$ cat config.mk
export PLATFORM = sky130hd
export DESIGN_NAME = sub_pipe_flat
export DESIGN_NICKNAME = d
export VERILOG_FILES = /design/src/rtl/sub_if.sv /design/src/rtl/sub_pipe.sv /design/src/flat_wrapper.sv
export SDC_FILE = /design/constraint.sdc
export NUM_CORES = 1
export LEC_CHECK = 0
export BUFFER_PORTS_ARGS = -buffer_cell sky130_fd_sc_hd__buf_4
export CORE_MARGIN = 1.5
export CORE_UTILIZATION = 45
export DETAILED_ROUTE_END_ITERATION = 12
export PLACE_DENSITY_LB_ADDON = 0.25
export SYNTH_ARGS = -nofsm -noshare
export SYNTH_HDL_FRONTEND = slang
export SYNTH_SLANG_ARGS = --single-unit
export TNS_END_PERCENT = 1
$ cat constraint.sdc
create_clock -name clk -period 2.9 [get_ports clk]
set_input_delay 0.145 -clock clk [delete_from_list [all_inputs] [get_ports clk]]
set_output_delay 0.145 -clock clk [all_outputs]
set_load 0.05 [all_outputs]
$ cat src/rtl/sub_if.sv
// Operand/result handshake bundle for sub_pipe.
// The overflow signal exists only when SUB_OVERFLOW_EN is defined.
interface sub_if;
  logic        in_valid;
  logic        in_ready;
  logic [31:0] a;
  logic [31:0] b;
  logic        out_valid;
  logic        out_ready;
  logic [31:0] diff;
  logic        borrow;
`ifdef SUB_OVERFLOW_EN
  logic        overflow;
`endif

  modport master (
    output in_valid, a, b, out_ready,
    input  in_ready, out_valid, diff, borrow
`ifdef SUB_OVERFLOW_EN
    , input overflow
`endif
  );

  modport slave (
    input  in_valid, a, b, out_ready,
    output in_ready, out_valid, diff, borrow
`ifdef SUB_OVERFLOW_EN
    , output overflow
`endif
  );
endinterface

$ cat src/rtl/sub_pipe.sv
// Two-stage 32-bit subtractor (low half, then high half) with valid/ready flow control.
// Optional signed overflow flag enabled by defining SUB_OVERFLOW_EN.
module sub_pipe (
  input logic clk,
  input logic rst,
  sub_if.slave bus
);

  // 16-bit adder from four 4-bit lookahead groups; returns {carry_out, sum}.
  function automatic logic [16:0] cla16(input logic [15:0] x, input logic [15:0] y,
                                        input logic cin);
    logic [15:0] g;
    logic [15:0] p;
    logic [15:0] c;
    logic [3:0]  gg;
    logic [3:0]  gp;
    logic [4:0]  gc;
    g = x & y;
    p = x ^ y;
    for (int k = 0; k < 4; k++) begin
      gg[k] = g[4*k+3] | (p[4*k+3] & g[4*k+2]) | (p[4*k+3] & p[4*k+2] & g[4*k+1]) |
              (p[4*k+3] & p[4*k+2] & p[4*k+1] & g[4*k]);
      gp[k] = &p[4*k +: 4];
    end
    gc[0] = cin;
    gc[1] = gg[0] | (gp[0] & cin);
    gc[2] = gg[1] | (gp[1] & gg[0]) | (gp[1] & gp[0] & cin);
    gc[3] = gg[2] | (gp[2] & gg[1]) | (gp[2] & gp[1] & gg[0]) | (gp[2] & gp[1] & gp[0] & cin);
    gc[4] = gg[3] | (gp[3] & gg[2]) | (gp[3] & gp[2] & gg[1]) |
            (gp[3] & gp[2] & gp[1] & gg[0]) | (gp[3] & gp[2] & gp[1] & gp[0] & cin);
    for (int k = 0; k < 4; k++) begin
      c[4*k]   = gc[k];
      c[4*k+1] = g[4*k] | (p[4*k] & gc[k]);
      c[4*k+2] = g[4*k+1] | (p[4*k+1] & g[4*k]) | (p[4*k+1] & p[4*k] & gc[k]);
      c[4*k+3] = g[4*k+2] | (p[4*k+2] & g[4*k+1]) | (p[4*k+2] & p[4*k+1] & g[4*k]) |
                 (p[4*k+2] & p[4*k+1] & p[4*k] & gc[k]);
    end
    return {gc[4], p ^ c};
  endfunction

  logic        s1_valid_q;
  logic [15:0] s1_dlo_q;
  logic        s1_c16_q;
  logic [15:0] s1_ahi_q;
  logic [15:0] s1_bhi_q;
  logic        s2_valid_q;
  logic [31:0] diff_q;
  logic        borrow_q;

  logic        s1_adv;
  logic        in_ready;
  logic        accept;
  logic [16:0] lo_sum;
  logic [16:0] hi_sum;

  always_comb begin
    s1_adv   = !s2_valid_q || bus.out_ready;
    in_ready = !s1_valid_q || s1_adv;
    accept   = bus.in_valid && in_ready;
    lo_sum   = cla16(bus.a[15:0], ~bus.b[15:0], 1'b1);
    hi_sum   = cla16(s1_ahi_q, ~s1_bhi_q, s1_c16_q);
  end

  always_ff @(posedge clk or posedge rst) begin
    if (rst) begin
      s1_valid_q <= 1'b0;
      s1_dlo_q   <= '0;
      s1_c16_q   <= 1'b0;
      s1_ahi_q   <= '0;
      s1_bhi_q   <= '0;
    end else if (in_ready) begin
      s1_valid_q <= bus.in_valid;
      if (accept) begin
        s1_dlo_q <= lo_sum[15:0];
        s1_c16_q <= lo_sum[16];
        s1_ahi_q <= bus.a[31:16];
        s1_bhi_q <= bus.b[31:16];
      end
    end
  end

  // Result registers only load on a real result so they hold while empty or stalled.
  always_ff @(posedge clk or posedge rst) begin
    if (rst) begin
      s2_valid_q <= 1'b0;
      diff_q     <= '0;
      borrow_q   <= 1'b0;
    end else if (s1_adv) begin
      s2_valid_q <= s1_valid_q;
      if (s1_valid_q) begin
        diff_q   <= {hi_sum[15:0], s1_dlo_q};
        borrow_q <= ~hi_sum[16];
      end
    end
  end

`ifdef SUB_OVERFLOW_EN
  logic s1_sa_q;
  logic s1_sb_q;
  logic overflow_q;

  always_ff @(posedge clk or posedge rst) begin
    if (rst) begin
      s1_sa_q <= 1'b0;
      s1_sb_q <= 1'b0;
    end else if (accept) begin
      s1_sa_q <= bus.a[31];
      s1_sb_q <= bus.b[31];
    end
  end

  always_ff @(posedge clk or posedge rst) begin
    if (rst) begin
      overflow_q <= 1'b0;
    end else if (s1_adv && s1_valid_q) begin
      overflow_q <= (s1_sa_q != s1_sb_q) && (hi_sum[15] != s1_sa_q);
    end
  end

  assign bus.overflow = overflow_q;
`endif

  assign bus.in_ready  = in_ready;
  assign bus.out_valid = s2_valid_q;
  assign bus.diff      = diff_q;
  assign bus.borrow    = borrow_q;

endmodule
$ cat src/flat_wrapper.sv
// flat-port wrapper written by rule: the top's interface ports become plain ports
module sub_pipe_flat 
  (clk, rst, bus_in_valid, bus_a, bus_b, bus_out_ready, bus_in_ready, bus_out_valid, bus_diff, bus_borrow);
  sub_if bus_i ();
  input logic clk;
  input logic rst;
  input wire logic [$bits(bus_i.in_valid)-1:0] bus_in_valid;
  input wire logic [$bits(bus_i.a)-1:0] bus_a;
  input wire logic [$bits(bus_i.b)-1:0] bus_b;
  input wire logic [$bits(bus_i.out_ready)-1:0] bus_out_ready;
  output wire logic [$bits(bus_i.in_ready)-1:0] bus_in_ready;
  output wire logic [$bits(bus_i.out_valid)-1:0] bus_out_valid;
  output wire logic [$bits(bus_i.diff)-1:0] bus_diff;
  output wire logic [$bits(bus_i.borrow)-1:0] bus_borrow;
  assign bus_i.in_valid = bus_in_valid;
  assign bus_i.a = bus_a;
  assign bus_i.b = bus_b;
  assign bus_i.out_ready = bus_out_ready;
  assign bus_in_ready = bus_i.in_ready;
  assign bus_out_valid = bus_i.out_valid;
  assign bus_diff = bus_i.diff;
  assign bus_borrow = bus_i.borrow;
  sub_pipe u_core (.clk(clk), .rst(rst), .bus(bus_i));
endmodule
# Yosys cells after proc, flatten, opt, wreduce, memory -nomap -nowiden
# Index checks and enable logic that the tools add are counted.
# op_classes
n_bitwise,238
n_reduce_logical,15
# ops
operator,n
AND 1 bit,137
OR 1 bit,92
bitwise XOR 16 bit,4
AND 16 bit,2
inverter 16 bit,2
AND reduction 4 bit,8
AND reduction 2 bit,2
logical NOT 1 bit,2
logical OR 1 bit,2
logical AND 1 bit,1
inverter 1 bit,1
# totals
register_bits,84
out_inout_bits,35

# Depth between registers and ports, before layout
# Gate-level depths: netlist of run 1.
# logic_depth
depth_word,13
ltp_mapped,11
depth_no_buf,11

# Least setup slack after synthesis of run 1
# OpenSTA, ideal clock, no wires.
# synth_timing
path_kind,reg-to-reg
start,"register u_core.s2_valid_q, in the netlist u_core.bus.out_valid"
end,register u_core.s1_ahi_q[10]
setup_ns,0.125
arrival_ns,2.191
slack_ns,0.585
path_stages_with_launch,6
period_less_slack_ns,2.315
cell_sequence,dfrtp_1 -> nand3b_1 -> nand2_1 -> buf_2 -> buf_2 -> mux2_2
# synth_via
elab_chain_len,5
# synth_rtl
item,line_no,rtl
start: declaration,sub_pipe.sv:46,logic s2_valid_q;
start signal: assignment,sub_pipe.sv:89,s2_valid_q <= s1_valid_q;
logical NOT 1 bit *,sub_pipe.sv:57,s1_adv = !s2_valid_q || bus.out_ready;
logical OR 1 bit *,sub_pipe.sv:57,
logical OR 1 bit *,sub_pipe.sv:58,in_ready = !s1_valid_q || s1_adv;
named net bus_in_ready,flat_wrapper.sv:11,output wire logic [$bits(bus_i.in_ready)-1:0] bus_in_ready;
logical AND 1 bit,sub_pipe.sv:59,accept = bus.in_valid && in_ready;
AND reduction 2 bit (no line) *,n/a,
end signal: assignment,sub_pipe.sv:76,s1_ahi_q <= bus.a[31:16];
end: declaration,sub_pipe.sv:44,logic [15:0] s1_ahi_q;
# The timed path passes the listed nets; every way through them passes the cells marked *.
# A chain may end at the register's enable or synchronous reset.

# Worst setup path after layout of run 1
# layout_timing
start,register u_core.s1_bhi_q[0]
end,"register u_core.diff_q[29], in the netlist u_core.bus.diff[29]"
# layout_via
elab_chain_len,10
# layout_rtl
item,line_no,rtl
start: declaration,sub_pipe.sv:45,logic [15:0] s1_bhi_q;
start signal: assignment,sub_pipe.sv:77,s1_bhi_q <= bus.b[31:16];
inverter 16 bit *,sub_pipe.sv:61,"hi_sum = cla16(s1_ahi_q, ~s1_bhi_q, s1_c16_q);"
AND 16 bit,sub_pipe.sv:18,g = x & y;
AND 1 bit,sub_pipe.sv:22,(p[4*k+3] & p[4*k+2] & p[4*k+1] & g[4*k]);
OR 1 bit,sub_pipe.sv:21,gg[k] = g[4*k+3] | (p[4*k+3] & g[4*k+2]) | (p[4*k+3] & p[4*k+2] & g[4*k+1]) |
AND 1 bit,sub_pipe.sv:28,gc[3] = gg[2] | (gp[2] & gg[1]) | (gp[2] & gp[1] & gg[0]) | (gp[2] & gp[1] & gp[0] & cin);
OR 1 bit,sub_pipe.sv:28,
OR 1 bit *,sub_pipe.sv:28,
AND 1 bit *,sub_pipe.sv:33,c[4*k+1] = g[4*k] | (p[4*k] & gc[k]);
OR 1 bit *,sub_pipe.sv:33,
bitwise XOR 16 bit *,sub_pipe.sv:38,"return {gc[4], p ^ c};"
end signal: assignment,sub_pipe.sv:91,"diff_q <= {hi_sum[15:0], s1_dlo_q};"
end: declaration,sub_pipe.sv:47,logic [31:0] diff_q;
# Every way passes the cells marked *; elsewhere a longest branch is shown, timed or not.

==> results of run 1 <==
through the flow:
step / std cells / setup WS (ps) / instance area [um^2] / utilization, % / power, mW
2_1_floorplan: 451 / 585 / 4510 / - / 2.93
3_3_place_gp: 678 / 528 / 5440 / 55.9 / 3.46
3_5_place_dp: 678 / 451 / 5440 / 55.9 / 3.51
4_1_cts: 693 / 407 / 5630 / 57.8 / 4.33
5_1_grt: 693 / 250 / 5630 / 57.8 / 4.56
6_report: 693 / 432 / 5630 / 57.8 / 4.28
cells in the final DEF (no fill, tap or decap), types with 4 or more instances in the layout:
master,n
buf_4,108
nand2_1,93
dfrtp_1,84
inv_1,43
ha_1,33
mux2_2,32
o21ai_0,28
a21oi_1,17
nor2_1,17
xor2_1,15
clkbuf_8,9
fa_1,7
nand2b_1,6
o21ai_1,6
a21o_1,5
a211oi_1,4
o31ai_1,4
state kept, by name, indices dropped and copies added (netlist names):
signal                count
u_core.s1_ahi_q          16
u_core.s1_bhi_q          16
u_core.bus.diff          32
u_core.s1_c16_q           1
u_core.bus.out_valid      1
u_core.s1_dlo_q          16
u_core.bus.borrow         1
u_core.s1_valid_q         1
critical path: cells and delay by family, from the launching register on:
| kind | cells | cell delay (ps) |
|---|---|---|
| and+or+nand+nor | 2 | 360 |
| xor gates and xnor gates | 1 | 150 |
| adders and majority gates | 2 | 750 |
| buffers and inverters | 1 | 70 |
| AOI/OAI and AO/OA | 4 | 690 |
| DFF | 1 | 350 |
layer usage:
| metal | vias to the layer above | global-route usage, % |
|---|---|---|
| met5 | - | 0 |
| met3 | 11 | 3.39 |
| li1 | 1723 | - |
| met1 | 1581 | 21.3 |
| met2 | 78 | 32.1 |
| met4 | 0 | 8.11 |
path summary, 6_finish.rpt:
check	startpoint	endpoint	slack, ps	cells after the start
hold / removal	rst	u_core.bus.diff[1]	-30	2
max in group asynchronous	rst	u_core.s1_ahi_q[11]	2160	3
min in group clk	bus_a[26]	u_core.s1_ahi_q[10]	20	2
hold reg to reg	u_core.s1_dlo_q[5]	u_core.bus.diff[5]	480	2
setup reg to reg	u_core.s1_bhi_q[0]	u_core.bus.diff[29]	430	10
setup / recovery	u_core.s1_bhi_q[0]	u_core.bus.diff[29]	430	10
area by class of cell:
cell class                      instances  area (um^2)
Clock inverter                          6         66.3
Sequential cell                        84         2100
Multi-Input combinational cell        309         2190
Timing Repair Buffer                  108          811
Inverter                               44          166
Clock buffer                            9          124
Tap cell                              133          166
Fill cell                             876         4100
power groups by stage:
stage / logic, mW / clock network, mW / registers [mW]
floorplan: 0.722 / 0 / 2.21
global placement: 1.81 / 0 / 1.65
detailed placement: 1.85 / 0 / 1.66
CTS: 1.86 / 0.837 / 1.64
global route: 2.01 / 0.884 / 1.67
finish: 1.84 / 0.810 / 1.63
synth_stat cells, types with 2 or more instances:
cell type,instances
a31oi_1,2
a221o_1,2
o21ai_0,28
mux2_2,32
clkbuf_1,7
ha_1,33
o21ai_1,6
nand3_1,3
o31ai_1,4
and2_1,3
buf_2,4
nand2b_1,6
xnor2_1,3
nor2_1,17
fa_1,7
a21oi_1,17
dfrtp_1,84
xor2_1,15
inv_1,44
o21a_1,3
nand2_1,94
o21ai_2,2
buf_1,3
a21o_1,5
o2111a_1,2
a211oi_1,4
logic make-up (layout without fill, tap and decap cells):
group,after synthesis,count (layout),share of synthesized area (%)
multiplexers,32,32,7.99
AO/OA/AOI/OAI,86,86,12.2
AND/OR/NAND/NOR,133,133,12.5
buffers and inverters,58,167,4.94
XOR/XNOR,18,18,3.49
adder cells (fa/ha/maj),40,40,12.3
flip-flops,84,84,46.6
==> impl_results.md, run 1 <==
- Clock transition at path regs: ~90 ps
- Mapped Nets: between 500 and 600
- LEAKAGE: between 2 and 3 nW
- Pre-antenna DRT Iters: 4
- CTS tree: done
- Initial Utilization: between 40% and 50%
- Metal2 WL: between 4000 and 5000 um
- Inserted Diodes: 0
- Initial antenna violation count: 0
- Max-Cap Viols: 0
- YS warnings: 0
- H-tree depth: 3
- Setup TNS: 0 ps
- Placeable Area: approximately 9700 um^2
- Pint: between 2 and 3 mW
- Highest metal layer with signal wires: met4
- Port buffer count: 102
- Die Y: between 100 and 150 um
- Slowest CP cell: fa_1
- # DRC: 0
- Largest net degree at the start of global routing: 59
- I/O Pins: slightly above 100
- Clk_lat worst skew: ~350 ps
- Vias in the first global route: roughly 3300
- Initial DRC count: 53
- Mapped cell area: 4510 um^2
- HPWL after DPL: approximately 7000 um
- Worst Hold Margin: -30.6 ps
- Setup bufs post-CTS: 0
- Row cnt: 36
- Setup crit end kind: register
- Worst Hold Class: input pin to asynchronous set/reset pin
- Clock network fraction of total power: about a fifth
- CTS Hold Bufs: 0
- Setup crit start kind: register
- Grt total ovfl: 0
- Die area: roughly 11000 um^2
- Wire per inst: 13.0 um
- RSZ-0062 raised after global routing: false
- Tightest Pin Transition: about 960 ps
- Num Clock Sinks: 84
- Max stage delay on crit path: between 400 and 500 ps
- Synth area leader: dfrtp_1
- Tcrit/Tclk final: 85.1%
- Vias per cell: 4.90
- Sequential share of the synthesized area: a little under half
- Avg Cell Area, Syn: ~10 um^2
- Max-slew violation count: 0
- Synth Flop Type: dfrtp_1
- Fin nets: about 660
- Max IR drop VDD: between 0.4 and 0.5 mV
- PwrDens: between 700 and 800 nW/um^2
- Period minus WS final: around 2500 ps
- Critical path type: register to register
- WL met1: about 3800 um
- PostCTS Resize Cnt: 0
- Switching Share: 41.4%
- Worst Path Arrival: ~2700 ps
- Total GRT Usage: approximately 18%
- CTS root buf: clkbuf_8
- CTS Buffer Depth: 2
- Asr flop ratio synth: between 90% and 100%
- Total wire length: about 9000 um
- Synthesis-to-finish area growth: 24.7%
- CP Cell Sequence: inv_1, ha_1, a21o_1, and4_4, o21ai_2, a211oi_1, nor2_1, fa_1, xor2_1, o21ai_0
- Synth cell types: 47
- DIE WIDTH: between 100 and 150 um
- Via Count: approximately 3400
- Fmax: around 400 MHz
- Setup Viol. Count Final: 0
- Final hold viol count: 19
- CTS buffer count: 9
- Relative slew slack: between 30% and 40%
- Flops & latches, synth: 84
- Reg power frac: about two fifths
- Largest cells by area after synthesis: dfrtp_1 47%, ha_1 9.2%, mux2_2 8.0%, nand2_1 7.8%, inv_1 3.7%
- Switch Pwr: approximately 1.8 mW
- Synth Instances: 451
- First-pass GRT wire length: about 15000 um
- Clock skew: 7.19 ps
- Comb power frac: a little over two fifths
- CP Max Fanout: 3
- Routed wire length on met3: around 420 um
- Final Wtd Congestion: roughly 0.79
- Post-synth top area share: 46.6%
- Status: complete, but fails checks
- EDFF count, synth: 0
- Fraction of layout cells with a size suffix above 1: between 20% and 30%
- Violated checks: negative hold slack
- Req. time, crit path: between 3000 and 4000 ps
- ANT nets after route: 0
Power figures use the tool's default switching activity.
==> run 2: changes to the inputs <==
--- a/config.mk
+++ b/config.mk
@@ -6,7 +6,6 @@
 export NUM_CORES = 1
 export LEC_CHECK = 0
 export BUFFER_PORTS_ARGS = -buffer_cell sky130_fd_sc_hd__buf_4
-export CORE_MARGIN = 1.5
 export CORE_UTILIZATION = 45
 export DETAILED_ROUTE_END_ITERATION = 12
 export PLACE_DENSITY_LB_ADDON = 0.25
==> run 2 against run 1 <==
Against the previous run:
- critical path type unchanged
- count of clock-buffer cells in the layout stayed put
- the run now ends clean
- setup slack worse by 11 ps
- critical endpoint unchanged
- cell count is 1.2% higher
- sequential cell count is the same
- largest power group unchanged
==> impl_results.md, run 2 (synthesis results as in run 1) <==
- Placeable Area: 9730 um^2 (unchanged)
- Switching Share: 42.9% (+1.5 points)
- Highest metal layer with signal wires: met4
- Clock skew: 15.1 ps (+7.94 ps)
- Reg2Reg Depth: 9 (-1)
- Grt total ovfl: 0 (unchanged)
- Metal2 WL: 4610 um (+0.39%)
- Placed cell count: 677 (-0.15%)
- Worst R2R Setup Slack: 420 ps (about the same)
- Die area: 10400 um^2 (-1.9%)
- Max-Cap Viols: 0 (unchanged)
- PostCTS Resize Cnt: 0 (unchanged)
- Fraction of layout cells with a size suffix above 1: 29.0% (-0.41 points)
- Pre-antenna DRT Iters: 6 (+2)
- Period minus WS final: 2480 ps (+10.5 ps)
- Total wire length: 9050 um (+0.57%)
- Via Count: 3469 (+2.2%)
- Setup TNS: 0 ps (unchanged)
- LEAKAGE: 2.91 nW (+1.5%)
- Setup Viol. Count Final: 0 (unchanged)
- Largest net degree at the start of global routing: 45 (-24%)
- Setup crit end kind: register
- Req. time, crit path: 3180 ps (about the same)
- Fill count: 877 (+0.11%)
- Die Y: 102 um (-0.97%)
- Total GRT Usage: 18.9% (+0.76 points)
- CTS root buf: clkbuf_8
- Inserted Diodes: 0 (unchanged)
- Port buffer count: 102 (unchanged)
- ANT nets after route: 0 (unchanged)
- First-pass GRT wire length: 15200 um (+2.2%)
- Status: finished clean
- I/O Pins: 103 (unchanged)
- Worst Hold Margin: 8.94 ps (+39.5 ps)
- Tightest Pin Transition: 805 ps (-158 ps)
- Worst r2r dst: u_core.bus.diff[29]
- Worst Hold Class: input pin to register
- CP Max Fanout: 3 (unchanged)
- Routed wire length on met3: 385 um (-8.1%)
- Final non-filler cell total: 701 (+1.2%)
- Setup bufs post-CTS: 0 (unchanged)
- CTS Buffer Depth: 2 (unchanged)
- Vias in the first global route: 3473 (+4.5%)
- CTS buffer count: 9 (unchanged)
- Setup crit start kind: register
- Final Wtd Congestion: 0.790 (-0.37%)
- Fin nets: 671 (+1.1%)
- Max-slew violation count: 0 (unchanged)
- Fmax: 403 MHz (-0.43%)
- # DRC: 0 (unchanged)
- Pint: 2.46 mW (-1.9%)
- FF-to-FF Start: u_core.s1_ahi_q[0]
- Synthesis-to-finish area growth: 26.5%
- Row cnt: 36 (unchanged)
- H-tree depth: 3 (unchanged)
- RSZ-0062 raised after global routing: false
- Reg power frac: 37.8% (-0.3 points)
- Max IR drop VDD: 0.425 mV (+0.96%)
- Worst Hold End: u_core.s1_ahi_q[1]
- PwrDens: 756 nW/um^2 (-0.71%)
- Commonest cells after routing, fill and taps aside: 107 x buf_4, 93 x nand2_1, 84 x dfrtp_1
- Initial DRC count: 108 (+100%)
- Initial antenna violation count: 0 (unchanged)
- Final hold viol count: 0 (-19)
- Clock network fraction of total power: 19.3% (+0.4 points)
- Initial Utilization: 46.4% (unchanged)
- Reg area: 2100 um^2 (unchanged)
- Multi-input logic area: 2190 um^2 (unchanged)
- Relative slew slack: 46.1% (+10 points)
- WL met1: 3830 um (about the same)
- CTS tree: done
- Comb power frac: 42.9% (about the same)
- Clock transition at path regs: 100 ps (about the same)
- DIE WIDTH: 102 um (-0.97%)
- Worst Path Arrival: 2760 ps (+20 ps)
- HPWL after DPL: 6970 um (-0.21%)
- Clk_lat worst skew: 370 ps (+20 ps)
- Worst hold path depth: 2
- Critical path type: register to register
- Commonest non-fill, non-tap cell in the layout: buf_4
- Tcrit/Tclk final: 85.5% (+0.36 points)
- Switch Pwr: 1.85 mW (+4.3%)
- Num Clock Sinks: 84 (unchanged)
- Wire per inst: 12.9 um (-0.58%)
- Hold path start: bus_a[17]
- Vias per cell: 4.95 (+1.1%)
- Max FFs per register: 32 (unchanged)
## run 2: cell count changes in the layout (fill, tap and decap cells not counted), sizes merged
cell         delta
buf             -1
bufinv          -1
clkinvlp        -3
dlygate4sd3     +8
inv             +5
## run 2: final cells by class
type | count | area share [%]
Clock inverter | 7 | 1.29
Sequential cell | 84 | 36.8
Clock buffer | 9 | 2.17
Multi-Input combinational cell | 309 | 38.4
Tap cell | 133 | 2.92
Inverter | 44 | 2.92
Timing Repair Buffer | 115 | 15.5
## run 2: metrics by stage
| stage | cell area (um^2) | util, % | total power, mW | setup slack (ps) |
|---|---|---|---|---|
| 2_1_floorplan | 4510 | - | 2.93 | 585 |
| 3_3_place_gp | 5430 | 55.8 | 3.45 | 522 |
| 3_5_place_dp | 5430 | 55.8 | 3.51 | 457 |
| 4_1_cts | 5700 | 58.5 | 4.35 | 429 |
| 5_1_grt | 5710 | 58.6 | 4.58 | 254 |
| 6_report | 5710 | 58.6 | 4.31 | 421 |
## run 2: per-layer routing
| metal | global-route usage, % | vias to the layer above |
|---|---|---|
| li1 | - | 1734 |
| met1 | 21.8 | 1635 |
| met2 | 33.8 | 84 |
| met3 | 3.42 | 16 |
| met4 | 8.79 | 0 |
| met5 | 0 | - |
## run 2: worst max path at each step
stage | depth (start not counted) | slack (ps) | startpoint | to
after detailed placement | 10 | 460 | u_core.s1_bhi_q[0] | u_core.bus.diff[29]
after floorplan | 5 | 580 | u_core.bus.out_valid | u_core.s1_ahi_q[10]
after global routing | 10 | 250 | u_core.s1_bhi_q[0] | u_core.bus.diff[29]
final | 9 | 420 | u_core.s1_ahi_q[0] | u_core.bus.diff[29]
after global placement | 9 | 520 | u_core.s1_ahi_q[0] | u_core.bus.diff[29]
after CTS | 10 | 430 | u_core.s1_bhi_q[0] | u_core.bus.diff[29]
## run 2: what timing repair did
item	CTS	global route
hold endpoints to repair	48	1
endpoints found under the setup margin	0	0
hold buffers	7	1
## run 2: power by group through the flow
stage | clock, mW | sequential, mW | combinational (mW)
floorplan | 0 | 2.21 | 0.722
global placement | 0 | 1.64 | 1.81
detailed placement | 0 | 1.66 | 1.85
CTS | 0.852 | 1.63 | 1.87
global route | 0.894 | 1.67 | 2.02
finish | 0.834 | 1.63 | 1.85
## run 2: critical path: stages (launching register included)
cell      delay, ps
dfrtp_1         420
ha_1            290
a21o_1          130
and4_4          250
o21ai_2          70
a211oi_1        390
nor2_1          120
fa_1            440
xor2_1          150
o21ai_0         130
